<file path="config.mk">
export PLATFORM = sky130hd
export DESIGN_NAME = calculator_input_controller
export DESIGN_NICKNAME = d
export VERILOG_FILES = /design/src/rtl/calc_ctrl_pkg.sv /design/src/rtl/calc_keymap.sv /design/src/rtl/calculator_input_controller.sv
export SDC_FILE = /design/constraint.sdc
export NUM_CORES = 1
export LEC_CHECK = 0
export ABC_AREA = 1
export CORE_MARGIN = 1
export CORE_UTILIZATION = 30
export DETAILED_ROUTE_END_ITERATION = 10
export GPL_ROUTABILITY_DRIVEN = 0
export HOLD_SLACK_MARGIN = 0.03
export PLACE_DENSITY = 0.49
export RECOVER_POWER = 50
export SYNTH_ARGS = -nofsm -noshare
export SYNTH_HDL_FRONTEND = slang
export SYNTH_SLANG_ARGS = --single-unit
</file>
<file path="constraint.sdc">
create_clock -name clk_vga -period 4.3 [get_ports clk_vga]
set_input_delay 1.075 -clock clk_vga [delete_from_list [all_inputs] [get_ports clk_vga]]
set_output_delay 1.075 -clock clk_vga [all_outputs]
set_load 0.05 [all_outputs]
</file>
<file path="src/rtl/calc_ctrl_pkg.sv">
// Shared types and constants for the calculator input controller.
package calc_ctrl_pkg;

    typedef enum logic [1:0] {
        S_OP1    = 2'd0,
        S_OP2    = 2'd1,
        S_WAIT   = 2'd2,
        S_RESULT = 2'd3
    } calc_state_t;

    localparam logic [2:0] OP_ADD = 3'd0;
    localparam logic [2:0] OP_SUB = 3'd1;
    localparam logic [2:0] OP_MUL = 3'd2;
    localparam logic [2:0] OP_AND = 3'd3;
    localparam logic [2:0] OP_OR  = 3'd4;

    localparam int GRID_COLS = 6;
    localparam int GRID_ROWS = 4;

    // Encoding follows the on-screen grid in row-major order, so the
    // linear cell index (row * GRID_COLS + col) is the key code itself.
    typedef enum logic [4:0] {
        K_DIG0 = 5'd0,  K_DIG1 = 5'd1,  K_DIG2 = 5'd2,  K_DIG3 = 5'd3,
        K_DIG4 = 5'd4,  K_DIG5 = 5'd5,  K_DIG6 = 5'd6,  K_DIG7 = 5'd7,
        K_DIG8 = 5'd8,  K_DIG9 = 5'd9,  K_DIGA = 5'd10, K_DIGB = 5'd11,
        K_DIGC = 5'd12, K_DIGD = 5'd13, K_DIGE = 5'd14, K_DIGF = 5'd15,
        K_ADD  = 5'd16, K_SUB  = 5'd17, K_MUL  = 5'd18, K_AND  = 5'd19,
        K_OR   = 5'd20, K_CLR  = 5'd21, K_CE   = 5'd22, K_EXE  = 5'd23
    } calc_key_t;

    function automatic logic key_is_digit(input calc_key_t key);
        return (key <= K_DIGF);
    endfunction

    function automatic logic key_is_op(input calc_key_t key);
        return (key >= K_ADD) && (key <= K_OR);
    endfunction

    function automatic logic [2:0] key_to_op(input calc_key_t key);
        case (key)
            K_ADD:   return OP_ADD;
            K_SUB:   return OP_SUB;
            K_MUL:   return OP_MUL;
            K_AND:   return OP_AND;
            K_OR:    return OP_OR;
            default: return OP_ADD;
        endcase
    endfunction

endpackage

</file>
<file path="src/rtl/calc_keymap.sv">
// Combinational decode of the cursor cell into a key code and digit value.
module calc_keymap
    import calc_ctrl_pkg::*;
(
    input  logic [2:0] pos_x,
    input  logic [1:0] pos_y,
    output calc_key_t  key,
    output logic [3:0] digit
);

    logic [4:0] idx_s;

    // Linear cell index; cells past the last key decode to a harmless EXE.
    always_comb begin
        idx_s = (5'(pos_y) * 5'(GRID_COLS)) + 5'(pos_x);
        digit = idx_s[3:0];
        if (idx_s < 5'(GRID_COLS * GRID_ROWS)) begin
            key = calc_key_t'(idx_s);
        end else begin
            key = K_EXE;
        end
    end

endmodule

</file>
<file path="src/rtl/calculator_input_controller.sv">
// Cursor, operand accumulator and ALU sequencing for the on-screen calculator.
module calculator_input_controller
    import calc_ctrl_pkg::*;
#(
    parameter int MAX_DIGITS = 4
) (
    input  logic        clk_vga,
    input  logic        rst_n,
    input  logic        btn_up,
    input  logic        btn_down,
    input  logic        btn_left,
    input  logic        btn_right,
    input  logic        btn_center,
    input  logic        mode,
    input  logic        alu_done,
    input  logic [15:0] alu_result,
    output logic [2:0]  pos_x,
    output logic [1:0]  pos_y,
    output logic [2:0]  op,
    output logic [15:0] op1,
    output logic [15:0] op2,
    output logic [15:0] input_screen,
    output logic        alu_start,
    output logic        busy
);

    localparam int NDIG_W = $clog2(MAX_DIGITS + 1);
    localparam logic [NDIG_W-1:0] NDIG_MAX  = NDIG_W'(MAX_DIGITS);
    localparam logic [NDIG_W-1:0] NDIG_ZERO = {NDIG_W{1'b0}};
    localparam logic [NDIG_W-1:0] NDIG_ONE  = {{(NDIG_W-1){1'b0}}, 1'b1};

    calc_key_t         key_s;
    logic [3:0]        digit_s;
    calc_state_t       state_r, state_next_s;
    logic [15:0]       entry_r, entry_next_s, entry_base_s, entry_acc_s;
    logic [NDIG_W-1:0] ndig_r, ndig_next_s, ndig_base_s;
    logic [15:0]       res_r, res_next_s;
    logic              mode_r;
    logic [2:0]        pos_x_move_s, op_next_s;
    logic [1:0]        pos_y_move_s;
    logic [15:0]       op1_next_s, op2_next_s, screen_next_s;
    logic              alu_start_next_s;
    logic              press_s, clr_s, digit_ok_s, has_room_s, result_take_s;

    calc_keymap u_keymap (
        .pos_x (pos_x),
        .pos_y (pos_y),
        .key   (key_s),
        .digit (digit_s)
    );

    // Key-press qualification and the candidate accumulator value.
    always_comb begin
        press_s       = btn_center && (state_r != S_WAIT);
        clr_s         = press_s && (key_s == K_CLR);
        digit_ok_s    = key_is_digit(key_s) && (mode || (digit_s < 4'd10));
        // alu_start is high on the first S_WAIT cycle; a done pulse there is stale
        result_take_s = alu_done && !alu_start && (state_r == S_WAIT);
        if (mode != mode_r) begin
            entry_base_s = 16'd0;
            ndig_base_s  = NDIG_ZERO;
        end else begin
            entry_base_s = entry_r;
            ndig_base_s  = ndig_r;
        end
        has_room_s = (ndig_base_s < NDIG_MAX);
        if (mode) begin
            entry_acc_s = {entry_base_s[11:0], digit_s};
        end else begin
            entry_acc_s = (entry_base_s * 16'd10) + {12'd0, digit_s};
        end
    end

    // Cursor movement with wrap; a center press takes the cycle.
    always_comb begin
        pos_x_move_s = pos_x;
        pos_y_move_s = pos_y;
        if (btn_center) begin
            pos_x_move_s = pos_x;
        end else if (btn_up) begin
            pos_y_move_s = (pos_y == 2'd0) ? 2'(GRID_ROWS - 1) : (pos_y - 2'd1);
        end else if (btn_down) begin
            pos_y_move_s = (pos_y == 2'(GRID_ROWS - 1)) ? 2'd0 : (pos_y + 2'd1);
        end else if (btn_left) begin
            pos_x_move_s = (pos_x == 3'd0) ? 3'(GRID_COLS - 1) : (pos_x - 3'd1);
        end else if (btn_right) begin
            pos_x_move_s = (pos_x == 3'(GRID_COLS - 1)) ? 3'd0 : (pos_x + 3'd1);
        end else begin
            pos_y_move_s = pos_y;
        end
    end

    // FSM state register.
    always_ff @(posedge clk_vga or negedge rst_n) begin
        if (!rst_n) begin
            state_r <= S_OP1;
        end else begin
            state_r <= state_next_s;
        end
    end

    // FSM next-state logic.
    always_comb begin
        state_next_s = state_r;
        case (state_r)
            S_OP1: begin
                if (press_s && key_is_op(key_s)) begin
                    state_next_s = S_OP2;
                end else begin
                    state_next_s = S_OP1;
                end
            end
            S_OP2: begin
                if (clr_s) begin
                    state_next_s = S_OP1;
                end else if (press_s && (key_s == K_EXE)) begin
                    state_next_s = S_WAIT;
                end else begin
                    state_next_s = S_OP2;
                end
            end
            S_WAIT: begin
                if (result_take_s) begin
                    state_next_s = S_RESULT;
                end else begin
                    state_next_s = S_WAIT;
                end
            end
            S_RESULT: begin
                if (clr_s || (press_s && digit_ok_s)) begin
                    state_next_s = S_OP1;
                end else if (press_s && key_is_op(key_s)) begin
                    state_next_s = S_OP2;
                end else begin
                    state_next_s = S_RESULT;
                end
            end
            default: state_next_s = S_OP1;
        endcase
    end

    // Next values for operands, display, accumulator and ALU start.
    always_comb begin
        op_next_s        = op;
        op1_next_s       = op1;
        op2_next_s       = op2;
        screen_next_s    = input_screen;
        entry_next_s     = entry_base_s;
        ndig_next_s      = ndig_base_s;
        res_next_s       = res_r;
        alu_start_next_s = 1'b0;
        case (state_r)
            S_OP1, S_OP2: begin
                if (press_s && (key_s == K_CE)) begin
                    entry_next_s  = 16'd0;
                    ndig_next_s   = NDIG_ZERO;
                    screen_next_s = 16'd0;
                    if (state_r == S_OP1) begin
                        op1_next_s = 16'd0;
                    end else begin
                        op2_next_s = 16'd0;
                    end
                end else if (press_s && digit_ok_s && has_room_s) begin
                    entry_next_s  = entry_acc_s;
                    ndig_next_s   = ndig_base_s + NDIG_ONE;
                    screen_next_s = entry_acc_s;
                    if (state_r == S_OP1) begin
                        op1_next_s = entry_acc_s;
                    end else begin
                        op2_next_s = entry_acc_s;
                    end
                end else if (press_s && key_is_op(key_s)) begin
                    op_next_s = key_to_op(key_s);
                    if (state_r == S_OP1) begin
                        entry_next_s = 16'd0;
                        ndig_next_s  = NDIG_ZERO;
                    end else begin
                        entry_next_s = entry_base_s;
                    end
                end else if (press_s && (key_s == K_EXE) && (state_r == S_OP2)) begin
                    alu_start_next_s = 1'b1;
                end else begin
                    alu_start_next_s = 1'b0;
                end
            end
            S_WAIT: begin
                if (result_take_s) begin
                    screen_next_s = alu_result;
                    res_next_s    = alu_result;
                end else begin
                    res_next_s = res_r;
                end
            end
            S_RESULT: begin
                if (press_s && (key_s == K_CE)) begin
                    entry_next_s = 16'd0;
                    ndig_next_s  = NDIG_ZERO;
                end else if (press_s && digit_ok_s) begin
                    op_next_s     = OP_ADD;
                    op2_next_s    = 16'd0;
                    res_next_s    = 16'd0;
                    entry_next_s  = {12'd0, digit_s};
                    ndig_next_s   = NDIG_ONE;
                    op1_next_s    = {12'd0, digit_s};
                    screen_next_s = {12'd0, digit_s};
                end else if (press_s && key_is_op(key_s)) begin
                    op1_next_s   = res_r;
                    op2_next_s   = 16'd0;
                    op_next_s    = key_to_op(key_s);
                    entry_next_s = 16'd0;
                    ndig_next_s  = NDIG_ZERO;
                end else begin
                    entry_next_s = entry_base_s;
                end
            end
            default: alu_start_next_s = 1'b0;
        endcase
    end

    // Output and datapath registers; CLR returns everything to reset values.
    always_ff @(posedge clk_vga or negedge rst_n) begin
        if (!rst_n) begin
            pos_x        <= 3'd0;
            pos_y        <= 2'd0;
            op           <= OP_ADD;
            op1          <= 16'd0;
            op2          <= 16'd0;
            input_screen <= 16'd0;
            alu_start    <= 1'b0;
            busy         <= 1'b0;
            entry_r      <= 16'd0;
            ndig_r       <= NDIG_ZERO;
            res_r        <= 16'd0;
            mode_r       <= 1'b0;
        end else if (clr_s) begin
            pos_x        <= 3'd0;
            pos_y        <= 2'd0;
            op           <= OP_ADD;
            op1          <= 16'd0;
            op2          <= 16'd0;
            input_screen <= 16'd0;
            alu_start    <= 1'b0;
            busy         <= 1'b0;
            entry_r      <= 16'd0;
            ndig_r       <= NDIG_ZERO;
            res_r        <= 16'd0;
            mode_r       <= mode;
        end else begin
            pos_x        <= pos_x_move_s;
            pos_y        <= pos_y_move_s;
            op           <= op_next_s;
            op1          <= op1_next_s;
            op2          <= op2_next_s;
            input_screen <= screen_next_s;
            alu_start    <= alu_start_next_s;
            busy         <= (state_next_s == S_WAIT);
            entry_r      <= entry_next_s;
            ndig_r       <= ndig_next_s;
            res_r        <= res_next_s;
            mode_r       <= mode;
        end
    end

endmodule

</file>
==> results by group, run 1 <==
Final layout
  – Layout-stage area growth over the synthesis result: 29.2%
  – Fraction of layout cells with a size suffix above 1: 12.0%
  – # nets final: 1144
  – Layout Utilization: 39.9%
  – Cell area after layout: between 8000 and 9000 um2
  – Final Non-Filler Cells: about 1400
  – Leading cell types in the layout, fill and taps excluded: 300 x sky130_fd_sc_hd__nand2_1, 111 x sky130_fd_sc_hd__inv_1, 95 x sky130_fd_sc_hd__dfrtp_1
  – Most common cell after layout, fill and taps aside: sky130_fd_sc_hd__nand2_1
  – Count of antenna diodes in the layout: 0

Clocking
  – TritonCTS sink count: between 90 and 100
  – Clock transition at path regs: approximately 80 ps
  – Clock latency on the worst-skew pair: 370 ps
  – CTS H-tree depth: 3
  – Cell at the root of the clock tree: sky130_fd_sc_hd__clkbuf_16
  – CTS buffer count: 9
  – Clock tree from TritonCTS: yes
  – CTS Hold Buffers Added: 0
  – Buffer count from post-CTS setup fixing: 0
  – Max clock buf depth: 2

Yosys
  – Net count after synthesis: 1002
  – Share of flip-flops with an asynchronous set or reset after synthesis: 100%
  – Flop and latch count out of synthesis: 95
  – Primary flip-flop cell chosen by synthesis mapping: sky130_fd_sc_hd__dfrtp_1
  – Post-synth design cell area: roughly 6600 um2
  – Share of the synthesized area in the top cell type: a little over a third
  – Instance count of the mapped netlist: roughly 950
  – EDFF count, synth: 0
  – Cell type contributing the most total cell area after synthesis: sky130_fd_sc_hd__dfrtp_1
  – Largest cells by area after synthesis: sky130_fd_sc_hd__dfrtp_1 36%, sky130_fd_sc_hd__nand2_1 17%, sky130_fd_sc_hd__inv_1 6.4%
  – Sequential-to-total area share from yosys stat: a little over a third
  – Distinct cell type count after synthesis: 50
  – Count of synthesis-stage warnings from yosys: 0
  – Post-synthesis area per instance: 6.91 um2

Setup path
  – Worst Path Class, Setup: input pin to flop
  – Highest cell delay on the worst timing path: roughly 330 ps
  – Worst Path Max Fanout: 6
  – Endpoint arrival time on the critical path: ~4200 ps
  – Setup crit start kind: input pin
  – Cell type with the highest occurrence count on the critical path: sky130_fd_sc_hd__nand2_1
  – Category of the worst setup path capture point: flop
  – Combined buffer and inverter count along the critical path: 6
  – Slowest library cell on the worst path: sky130_fd_sc_hd__ha_1
  – Required arrival time at the worst endpoint: roughly 4600 ps
  – Crit path max-delay family: simple AND/OR/NAND/NOR gates

Placement
  – HPWL after DPL: around 17 mm
  – Post-placement cell count: approximately 1400
  – Number of buffers added on ports: about 80
  – Dpl ws: -381 ps
  – Placed Area: 8160 um2

STA
  – Worst hold slack after final layout: 477 ps
  – Setup clock skew after layout: approximately 11 ps
  – Max frequency: 254 MHz
  – Final Slew Violations: 47
  – Setup-failing EPs final: 0
  – Total negative slack: 0 ps
  – Worst slew margin: -70.3%
  – Post-layout min period: 3930 ps
  – Final worst-path cycle share: around nine tenths
  – Count of endpoints failing hold in the final timing report: 0
  – Final worst-path setup slack: ~370 ps
  – Slew at the pin closest to its max-slew limit: 2550 ps
  – Setup repair after global routing missed its margin: false

Run status
  – Violations in the final reports: max-capacitance violations, max-slew violations
  – Run status: finished with violations

Floorplan
  – Die Span X: about 150 um
  – IO Count: just over 80
  – Die height: between 100 and 150 um
  – Die Outline Area: ~22000 um2
  – Starting utilization of the core area: a little under a third
  – Core footprint: approximately 21000 um2
  – Row count: 53

GRT
  – Largest net degree at the start of global routing: between 40 and 50
  – Wire length of the first global-routing pass: 35.1 mm
  – All-Layer GR Usage: about 21%
  – Initial antenna violation count: 0
  – Overflow left after global routing: 0
  – Vias in the first global route: 6423

Route
  – Detailed-route via count: roughly 6700
  – Post-detailed-route count of antenna-violating nets: 0
  – Via density per instance: just under 5
  – Count of TritonRoute iterations in the first routing pass: 4
  – Routed wire length per instance: around 16 um
  – Initial DRC count: 477
  – Total wire length after detailed routing: about 22 mm
  – DRC viols: 0

Power and ir drop
  – Power density of the placed cells: 790 nW/um2
  – Total Power: ~6.7 mW
  – Worst VDD drop: 0.395 mV
  – Leak: between 4 and 5 nW

Hold path
  – Type of the most critical hold path: flop to flop

Run
  – Count of max-cap constraint violations: 1
-- flip-flops by register name (all words and copies together) (netlist names) --
name          count
op2              16
busy              1
alu_start         1
op1              16
entry_r          15
pos_x             3
ndig_r            3
state_r           2
input_screen     16
mode_r            1
res_r            16
pos_y             2
op                3
-- where the power goes --
part           total (mW)  internal (mW)  switching, mW
registers            1.49           1.27          0.215
clock network       0.869          0.466          0.404
logic                4.33           1.39           2.94
-- worst reg2reg max path, delay by kind of cell (launching register included) --
kind / cells / cell delay [ps]
xor gates and xnor gates: 1 / 340
AOI/OAI and AO/OA: 2 / 600
and+or+nand+nor: 5 / 1340
buffers and inverters: 2 / 280
DFF: 1 / 420
adders and majority gates: 2 / 830
-- worst paths after layout --
path / start / end / slack, ps / depth (start not counted)
worst min register to register: input_screen[7] / input_screen[7] / 480 / 2
min in group asynchronous: rst_n / op1[6] / 1490 / 1
worst max register to register: pos_y[0] / op2[3] / 390 / 12
worst min-delay path: input_screen[7] / input_screen[7] / 480 / 2
max in group asynchronous: rst_n / state_r[0] / 960 / 2
worst max-delay path: mode / op1[15] / 370 / 28
-- cells in the mapped netlist (4+ instances only) --
cell type and number:
sky130_fd_sc_hd__nor2_1 74, sky130_fd_sc_hd__inv_2 7, sky130_fd_sc_hd__nor3_1 9, sky130_fd_sc_hd__inv_1 112, sky130_fd_sc_hd__clkbuf_1 8, sky130_fd_sc_hd__o21ai_0 77
sky130_fd_sc_hd__a21boi_1 4, sky130_fd_sc_hd__o211ai_1 5, sky130_fd_sc_hd__buf_1 4, sky130_fd_sc_hd__nand4_1 9, sky130_fd_sc_hd__o21ai_1 15, sky130_fd_sc_hd__nand2_4 4
sky130_fd_sc_hd__xor2_1 6, sky130_fd_sc_hd__ha_1 26, sky130_fd_sc_hd__buf_2 10, sky130_fd_sc_hd__nand3_1 79, sky130_fd_sc_hd__nor2_4 4, sky130_fd_sc_hd__nand2_2 6
sky130_fd_sc_hd__nor2_2 4, sky130_fd_sc_hd__a21oi_1 41, sky130_fd_sc_hd__dfrtp_1 95, sky130_fd_sc_hd__nand2_1 300, sky130_fd_sc_hd__a22oi_1 6
-- final cells by class --
class / count / area, um2
fill: 2281 / 12800
clock buffer: 9 / 225
timing repair buffer: 159 / 1400
tap: 275 / 344
inverter: 124 / 470
sequential: 95 / 2380
clock inverter: 7 / 87.6
multi-input combinational: 702 / 3560
-- timing repair --
item / 4_1_cts / 5_1_grt
setup endpoints to repair: 1 / 33
pin swaps: 0 / 0
gates resized for setup: 2 / 3
-- cell families after synthesis --
kind of cell	Yosys count	synth area share, %
compound gates	168	14.4
xor+xnor	9	1.60
fa+ha+maj	28	5.57
buf+inv	152	9.48
flops	95	36.3
simple gates	497	32.6
-- routing by layer --
metal  vias to the layer above  global-route usage (%)  share of wire (%)
li1                       3360                       -                  -
met1                      3144                    29.0                 47
met2                       168                    32.7                 47
met3                        19                    3.02                4.6
met4                         0                    4.90                1.4
met5                         -                       0                  0
Note: power is estimated with default switching activity, not from simulation.
==> inputs of run 2 (changes only) <==
Settings changed: CELL_PAD_IN_SITES_DETAIL_PLACEMENT set to 0, CELL_PAD_IN_SITES_GLOBAL_PLACEMENT set to 2, CTS_CLUSTER_DIAMETER set to 80, PLACE_DENSITY 0.49 to 0.79.
==> run 2 against run 1 <==
- critical endpoint unchanged
- largest cell class unchanged
- the run still ends with max-capacitance violations, max-slew violations left
- combinational power grew 0.9%
- design area grew 0.33%
- sequential share of layout area shrank 0.091 points
- via count shrank 2.0%
- cell count grew 0.44%
- hold slack lost 4.0 ps
==> results by group, run 2 (synthesized netlist as in run 1, its figures left out) <==
Run status
  – Run status: finished with violations
  – Violations in the final reports: max-capacitance violations, max-slew violations

Route
  – DRC viols: 0 (unchanged)
  – Post-detailed-route count of antenna-violating nets: 0 (unchanged)
  – Total wire length after detailed routing: 22.5 mm (+1.5%)
  – Initial DRC count: 344 (-28%)
  – Detailed-route via count: 6558 (-2.0%)
  – Routed wire length per instance: 16.3 um (+1.1%)
  – Via density per instance: 4.76 (-2.4%)
  – Count of TritonRoute iterations in the first routing pass: 4 (unchanged)

Setup path
  – Highest cell delay on the worst timing path: 440 ps (+110 ps)
  – Slowest library cell on the worst path: sky130_fd_sc_hd__fa_1
  – Endpoint arrival time on the critical path: 4140 ps (-40 ps)
  – Cell type with the highest occurrence count on the critical path: sky130_fd_sc_hd__nand2_1
  – Worst Path Max Fanout: 9 (+3)
  – Required arrival time at the worst endpoint: 4560 ps (about the same)
  – Setup crit start kind: input pin
  – Crit path max-delay family: simple AND/OR/NAND/NOR gates
  – Worst Path Class, Setup: input pin to flop
  – Category of the worst setup path capture point: flop
  – Combined buffer and inverter count along the critical path: 3 (-3)
  – Ordered list of cells on the worst path: dlymetal6s2s_1 > nand2_1 > nand2_1 > inv_1 > nor3_1 > nor2_1 > ha_1 > fa_1 > xnor2_1 > nor3_1 > nand2_1 > nand2_1 > nand2_1 > nor2_2 > nand2_1 > inv_1 > nand2_1 > nand2_1 > nand3_1 > nand2_1 > nand2_1 > nand3_1 > nand2_1

STA
  – Max frequency: 257 MHz (+1.1%)
  – Slew at the pin closest to its max-slew limit: 1810 ps (-745 ps)
  – Worst slew margin: -20.6% (+50 points)
  – Final Slew Violations: 67 (+43%)
  – Setup repair after global routing missed its margin: false
  – Final worst-path cycle share: 90.4% (-1.0 points)
  – Post-layout min period: 3890 ps (-42.8 ps)
  – Final worst-path setup slack: 412 ps (+42.8 ps)
  – Total negative slack: 0 ps (unchanged)
  – Setup clock skew after layout: 11.5 ps (+0.720 ps)
  – Count of endpoints failing hold in the final timing report: 0 (unchanged)
  – Setup-failing EPs final: 0 (unchanged)

Clocking
  – Cell at the root of the clock tree: sky130_fd_sc_hd__clkbuf_16
  – Max clock buf depth: 2 (unchanged)
  – Clock latency on the worst-skew pair: 360 ps (about the same)
  – CTS H-tree depth: 3 (unchanged)
  – TritonCTS sink count: 95 (unchanged)
  – Clock tree from TritonCTS: yes
  – CTS buffer count: 9 (unchanged)
  – Clock transition at path regs: 80 ps (about the same)

GRT
  – Wire length of the first global-routing pass: 35.9 mm (+2.2%)
  – Initial antenna violation count: 0 (unchanged)
  – Overflow left after global routing: 0 (unchanged)
  – Vias in the first global route: 6504 (+1.3%)
  – Largest net degree at the start of global routing: 67 (+43%)
  – All-Layer GR Usage: 21.0% (+0.47 points)

Floorplan
  – Die Outline Area: 22400 um2 (unchanged)
  – Row count: 53 (unchanged)
  – Starting utilization of the core area: 30.9% (unchanged)
  – Core footprint: 21200 um2 (unchanged)
  – Die height: 150 um (unchanged)
  – IO Count: 83 (unchanged)
  – Die Span X: 150 um (unchanged)

Final layout
  – Count of filler cells inserted in the layout: 2289 (+0.35%)
  – Final Non-Filler Cells: 1377 (+0.44%)
  – Count of antenna diodes in the layout: 0 (unchanged)
  – Fraction of layout cells with a size suffix above 1: 12.3% (+0.21 points)
  – # nets final: 1150 (+0.52%)
  – Leading cell types in the layout, fill and taps excluded: 300 x sky130_fd_sc_hd__nand2_1, 112 x sky130_fd_sc_hd__inv_1, 95 x sky130_fd_sc_hd__dfrtp_1
  – Most common cell after layout, fill and taps aside: sky130_fd_sc_hd__nand2_1
  – Cell area after layout: 8500 um2 (+0.33%)
  – Layout-stage area growth over the synthesis result: 29.6%

Placement
  – Dpl ws: -344 ps (+36.5 ps)
  – Post-placement cell count: 1361 (+0.44%)
  – HPWL after DPL: 17.4 mm (+1.3%)
  – Placed Area: 8200 um2 (+0.55%)
  – Number of buffers added on ports: 82 (unchanged)

Power and ir drop
  – Leak: 4.39 nW (+0.87%)
  – Power density of the placed cells: 786 nW/um2 (-0.42%)
  – Worst VDD drop: 0.342 mV (-13%)
  – Total Power: 6.68 mW (about the same)

Hold path
  – Type of the most critical hold path: flop to flop

Run
  – Count of max-cap constraint violations: 1 (unchanged)
-- run 2: cell count changes in the layout (fill, tap and decap cells not counted), sizes merged --
cell / delta
buf: +7
clkinv: +2
clkinvlp: -1
bufinv: -1
clkbuf: -1
-- run 2: final timing paths --
| path | from | end | slack, ps | cells past startpoint |
|---|---|---|---|---|
| setup / recovery | mode | op1[15] | 410 | 23 |
| hold / removal | op1[5] | op1[5] | 470 | 2 |
| setup reg to reg | pos_y[0] | op1[15] | 600 | 21 |
| hold reg to reg | op1[5] | op1[5] | 470 | 2 |
| max in group asynchronous | rst_n | entry_r[10] | 1330 | 2 |
| min in group asynchronous | rst_n | res_r[10] | 1160 | 1 |
-- run 2: area by class of cell --
class	instances	area (um2)	area share, %
tap	275	344	4.05
timing repair buffer	165	1450	17.0
sequential	95	2380	28.0
clock inverter	7	72.6	0.854
inverter	124	470	5.54
clock buffer	9	225	2.65
multi-input combinational	702	3560	41.9
-- run 2: power breakdown --
group          leakage (nW)  internal, mW  switching [mW]
Clock                 0.143         0.412           0.414
Combinational          3.04          1.43            2.94
Sequential             1.21          1.27           0.208
-- run 2: worst register-to-register path, cell delays in order, from the launching register on --
cell and delay (ps):
sky130_fd_sc_hd__dfrtp_1 420, sky130_fd_sc_hd__inv_1 100, sky130_fd_sc_hd__ha_1 370, sky130_fd_sc_hd__fa_1 450
sky130_fd_sc_hd__xnor2_2 340, sky130_fd_sc_hd__inv_2 170, sky130_fd_sc_hd__ha_1 360, sky130_fd_sc_hd__nand2_1 70
sky130_fd_sc_hd__nor3_1 160, sky130_fd_sc_hd__nand2_1 90, sky130_fd_sc_hd__nand2_1 90, sky130_fd_sc_hd__nand2_1 110
sky130_fd_sc_hd__nor2_2 170, sky130_fd_sc_hd__nand2_1 90, sky130_fd_sc_hd__inv_1 80, sky130_fd_sc_hd__nand2_1 50
sky130_fd_sc_hd__nand2_1 60, sky130_fd_sc_hd__nand3_1 80, sky130_fd_sc_hd__nand2_1 150, sky130_fd_sc_hd__nand2_1 70
sky130_fd_sc_hd__nand3_1 70, sky130_fd_sc_hd__nand2_1 50
-- run 2: layer usage --
layer | routed length [um] | vias to the layer above | global-route usage, % | part of all wire [%]
met3 | 638 | 15 | 2.90 | 2.8
met1 | 11100 | 3067 | 29.3 | 49
met5 | 0 | - | 0 | 0
li1 | - | 3374 | - | -
met4 | 221 | 0 | 3.89 | 0.98
met2 | 10500 | 102 | 34.6 | 47
-- run 2: timing repair --
item | CTS | global route
gates resized for setup | 0 | 2
setup endpoints to repair | 0 | 35
hold buffers | 0 | 0
setup buffers | 0 | 0
-- run 2: stage by stage --
step	utilization, %	hold slack [ps]
2_1_floorplan	-	502
3_3_place_gp	38.7	462
3_5_place_dp	38.7	465
4_1_cts	40.1	484
5_1_grt	40.0	503
6_report	40.0	473
==> inputs of run 3 (changes only) <==
Settings changed: CAP_MARGIN set to 20, REMOVE_ABC_BUFFERS set to 1.
==> run 3 against run 2 <==
- the run still ends with max-capacitance violations, max-slew violations left
- global-route usage decreased by 0.32 points
- register-to-register slack got worse by 170 ps
- sequential cell count unchanged
- clock power increased by 8.6%
- maximum frequency decreased by 5.1%
- sequential power about the same
- critical endpoint is now input_screen[15]
- highest routed layer unchanged
- non-clock buffer count increased by 5
- routed wire length decreased by 1.3%
- cell count increased by 0.36%
- via count increased by 1.6%
- count of clock-buffer cells in the layout increased by 1
==> results by group, run 3 (synthesized netlist as in run 1, its figures left out) <==
Run status
  – Violations in the final reports: max-capacitance violations, max-slew violations
  – Run status: finished with violations

Route
  – Count of TritonRoute iterations in the first routing pass: 5 (+1)
  – Initial DRC count: 393 (+14%)
  – Routed wire length per instance: 16.1 um (-1.6%)
  – Post-detailed-route count of antenna-violating nets: 0 (unchanged)
  – Total wire length after detailed routing: 22.2 mm (-1.3%)
  – Via density per instance: 4.82 (+1.3%)
  – Detailed-route via count: 6666 (+1.6%)
  – DRC viols: 0 (unchanged)

Final layout
  – Leading cell types in the layout, fill and taps excluded: 287 x sky130_fd_sc_hd__nand2_1, 109 x sky130_fd_sc_hd__inv_1, 95 x sky130_fd_sc_hd__dfrtp_1
  – # nets final: 1155 (+0.43%)
  – Layout-stage area growth over the synthesis result: 33.5%
  – Count of antenna diodes in the layout: 0 (unchanged)
  – Fraction of layout cells with a size suffix above 1: 16.4% (+4.1 points)
  – Most common cell after layout, fill and taps aside: sky130_fd_sc_hd__nand2_1

GRT
  – Wire length of the first global-routing pass: 35.7 mm (-0.38%)
  – Largest net degree at the start of global routing: 60 (-10%)
  – All-Layer GR Usage: 20.7% (-0.32 points)
  – Initial antenna violation count: 0 (unchanged)
  – Vias in the first global route: 6568 (+0.98%)
  – Overflow left after global routing: 0 (unchanged)

Floorplan
  – Core footprint: 21200 um2 (unchanged)
  – Starting utilization of the core area: 30.9% (unchanged)
  – IO Count: 83 (unchanged)
  – Row count: 53 (unchanged)
  – Die Span X: 150 um (unchanged)
  – Die Outline Area: 22400 um2 (unchanged)
  – Die height: 150 um (unchanged)

Setup path
  – Setup crit start kind: input pin
  – Slowest library cell on the worst path: sky130_fd_sc_hd__fa_2
  – Category of the worst setup path capture point: flop
  – Worst reg2reg endpoint: op1[4]
  – Crit path max-delay family: simple AND/OR/NAND/NOR gates
  – Combined buffer and inverter count along the critical path: 6 (+3)
  – Endpoint arrival time on the critical path: 4340 ps (+200 ps)
  – Worst Reg2Reg Path Length in Cells: 16 (-24%)
  – Worst Path Class, Setup: input pin to flop
  – R2R setup slack: 430 ps (-170 ps)
  – Required arrival time at the worst endpoint: 4540 ps (-20 ps)
  – R2R Path Start: pos_y[0]
  – Highest cell delay on the worst timing path: 540 ps (+100 ps)
  – Cell type with the highest occurrence count on the critical path: sky130_fd_sc_hd__nand2_1
  – Worst Path Max Fanout: 4 (-5)
  – Total number of cells along the worst setup path: 25 (+8.7%)

STA
  – Worst hold slack after final layout: 477 ps (+3.45 ps)
  – Final worst-path setup slack: 202 ps (-211 ps)
  – Final Slew Violations: 60 (-10%)
  – Max frequency: 244 MHz (-5.1%)
  – Setup-failing EPs final: 0 (unchanged)
  – Slew at the pin closest to its max-slew limit: 1570 ps (-244 ps)
  – Post-layout min period: 4100 ps (+211 ps)
  – Count of endpoints failing hold in the final timing report: 0 (unchanged)
  – Worst slew margin: -4.35% (+16 points)
  – Final worst-path cycle share: 95.3% (+4.9 points)
  – Setup clock skew after layout: 7.74 ps (-3.73 ps)

Clocking
  – TritonCTS sink count: 95 (unchanged)
  – Clock transition at path regs: 70 ps (about the same)
  – Clock latency on the worst-skew pair: 350 ps (about the same)
  – Clock tree from TritonCTS: yes
  – Cell at the root of the clock tree: sky130_fd_sc_hd__clkbuf_16
  – CTS H-tree depth: 3 (unchanged)
  – CTS Hold Buffers Added: 0 (unchanged)
  – CTS buffer count: 9 (unchanged)
  – Max clock buf depth: 2 (unchanged)

Hold path
  – Endpoint of the worst hold-timing path: op1[5]
  – Number of instances on the worst hold path: 2 (unchanged)
  – Type of the most critical hold path: flop to flop
  – Hold path startpoint: op1[5]

Power and ir drop
  – Leak: 4.40 nW (+0.26%)
  – Power density of the placed cells: 779 nW/um2 (-0.93%)
  – Worst VDD drop: 0.365 mV (+6.7%)

Placement
  – Dpl ws: -403 ps (-58.8 ps)
  – Number of buffers added on ports: 82 (unchanged)
  – HPWL after DPL: 17.0 mm (-2.4%)

Run
  – Count of max-cap constraint violations: 1 (unchanged)
==> run 3: through the flow <==
| step | total power, mW | TNS [ps] | instances | utilization (%) | cell area, um2 |
|---|---|---|---|---|---|
| after global placement | 5.92 | -7510 | 1362 | 38.7 | 8210 |
| after CTS | 6.83 | 0 | 1378 | 40.3 | 8540 |
| final | 6.82 | 0 | 1382 | 41.3 | 8750 |
| after detailed placement | 5.92 | -9220 | 1362 | 38.7 | 8210 |
| after global routing | 7.38 | -5.85 | 1382 | 41.3 | 8750 |
| after floorplan | 4.28 | 0 | 921 | - | 6400 |
==> run 3: worst max-delay path by stage <==
stage,startpoint,end,slack [ps]
finish,mode,input_screen[15],200
global placement,mode,input_screen[15],-340
global route,mode,input_screen[14],-6
CTS,mode,input_screen[15],20
detailed placement,mode,input_screen[15],-400
floorplan,mode,input_screen[15],190
==> run 3: area by class of cell <==
type	instances	area (um2)
inverters	124	473
multi-input cells	702	3750
well taps	275	344
repair buffers	170	1490
flip-flops and latches	95	2380
clock inverters	6	93.8
clock buffers	10	229
fillers	2275	12500
==> run 3: worst min-delay path: stages, from the launching register on <==
cell and delay [ps]:
sky130_fd_sc_hd__dfrtp_1 340, sky130_fd_sc_hd__nand2_1 50, sky130_fd_sc_hd__nand2_1 60
==> run 3: repair_timing <==
item                       4_1_cts  5_1_grt
setup endpoints to repair        4       33
cloned                           0        0
buffers inserted                 0        4
gates resized for setup          2       50
pin swaps                        0       11
==> run 3: routing by layer <==
layer / wire, um / GRT usage [%] / vias up
met5: 0 / 0 / -
met4: 143 / 3.38 / 0
met3: 694 / 2.59 / 10
met2: 10600 / 34.3 / 124
met1: 10800 / 29.0 / 3147
li1: - / - / 3385
==> run 3: where the power goes <==
group          internal [mW]  switching, mW  total (mW)
clock                  0.515          0.381       0.896
sequential              1.27          0.211        1.49
combinational           1.48           2.96        4.44
total                   3.27           3.55        6.82
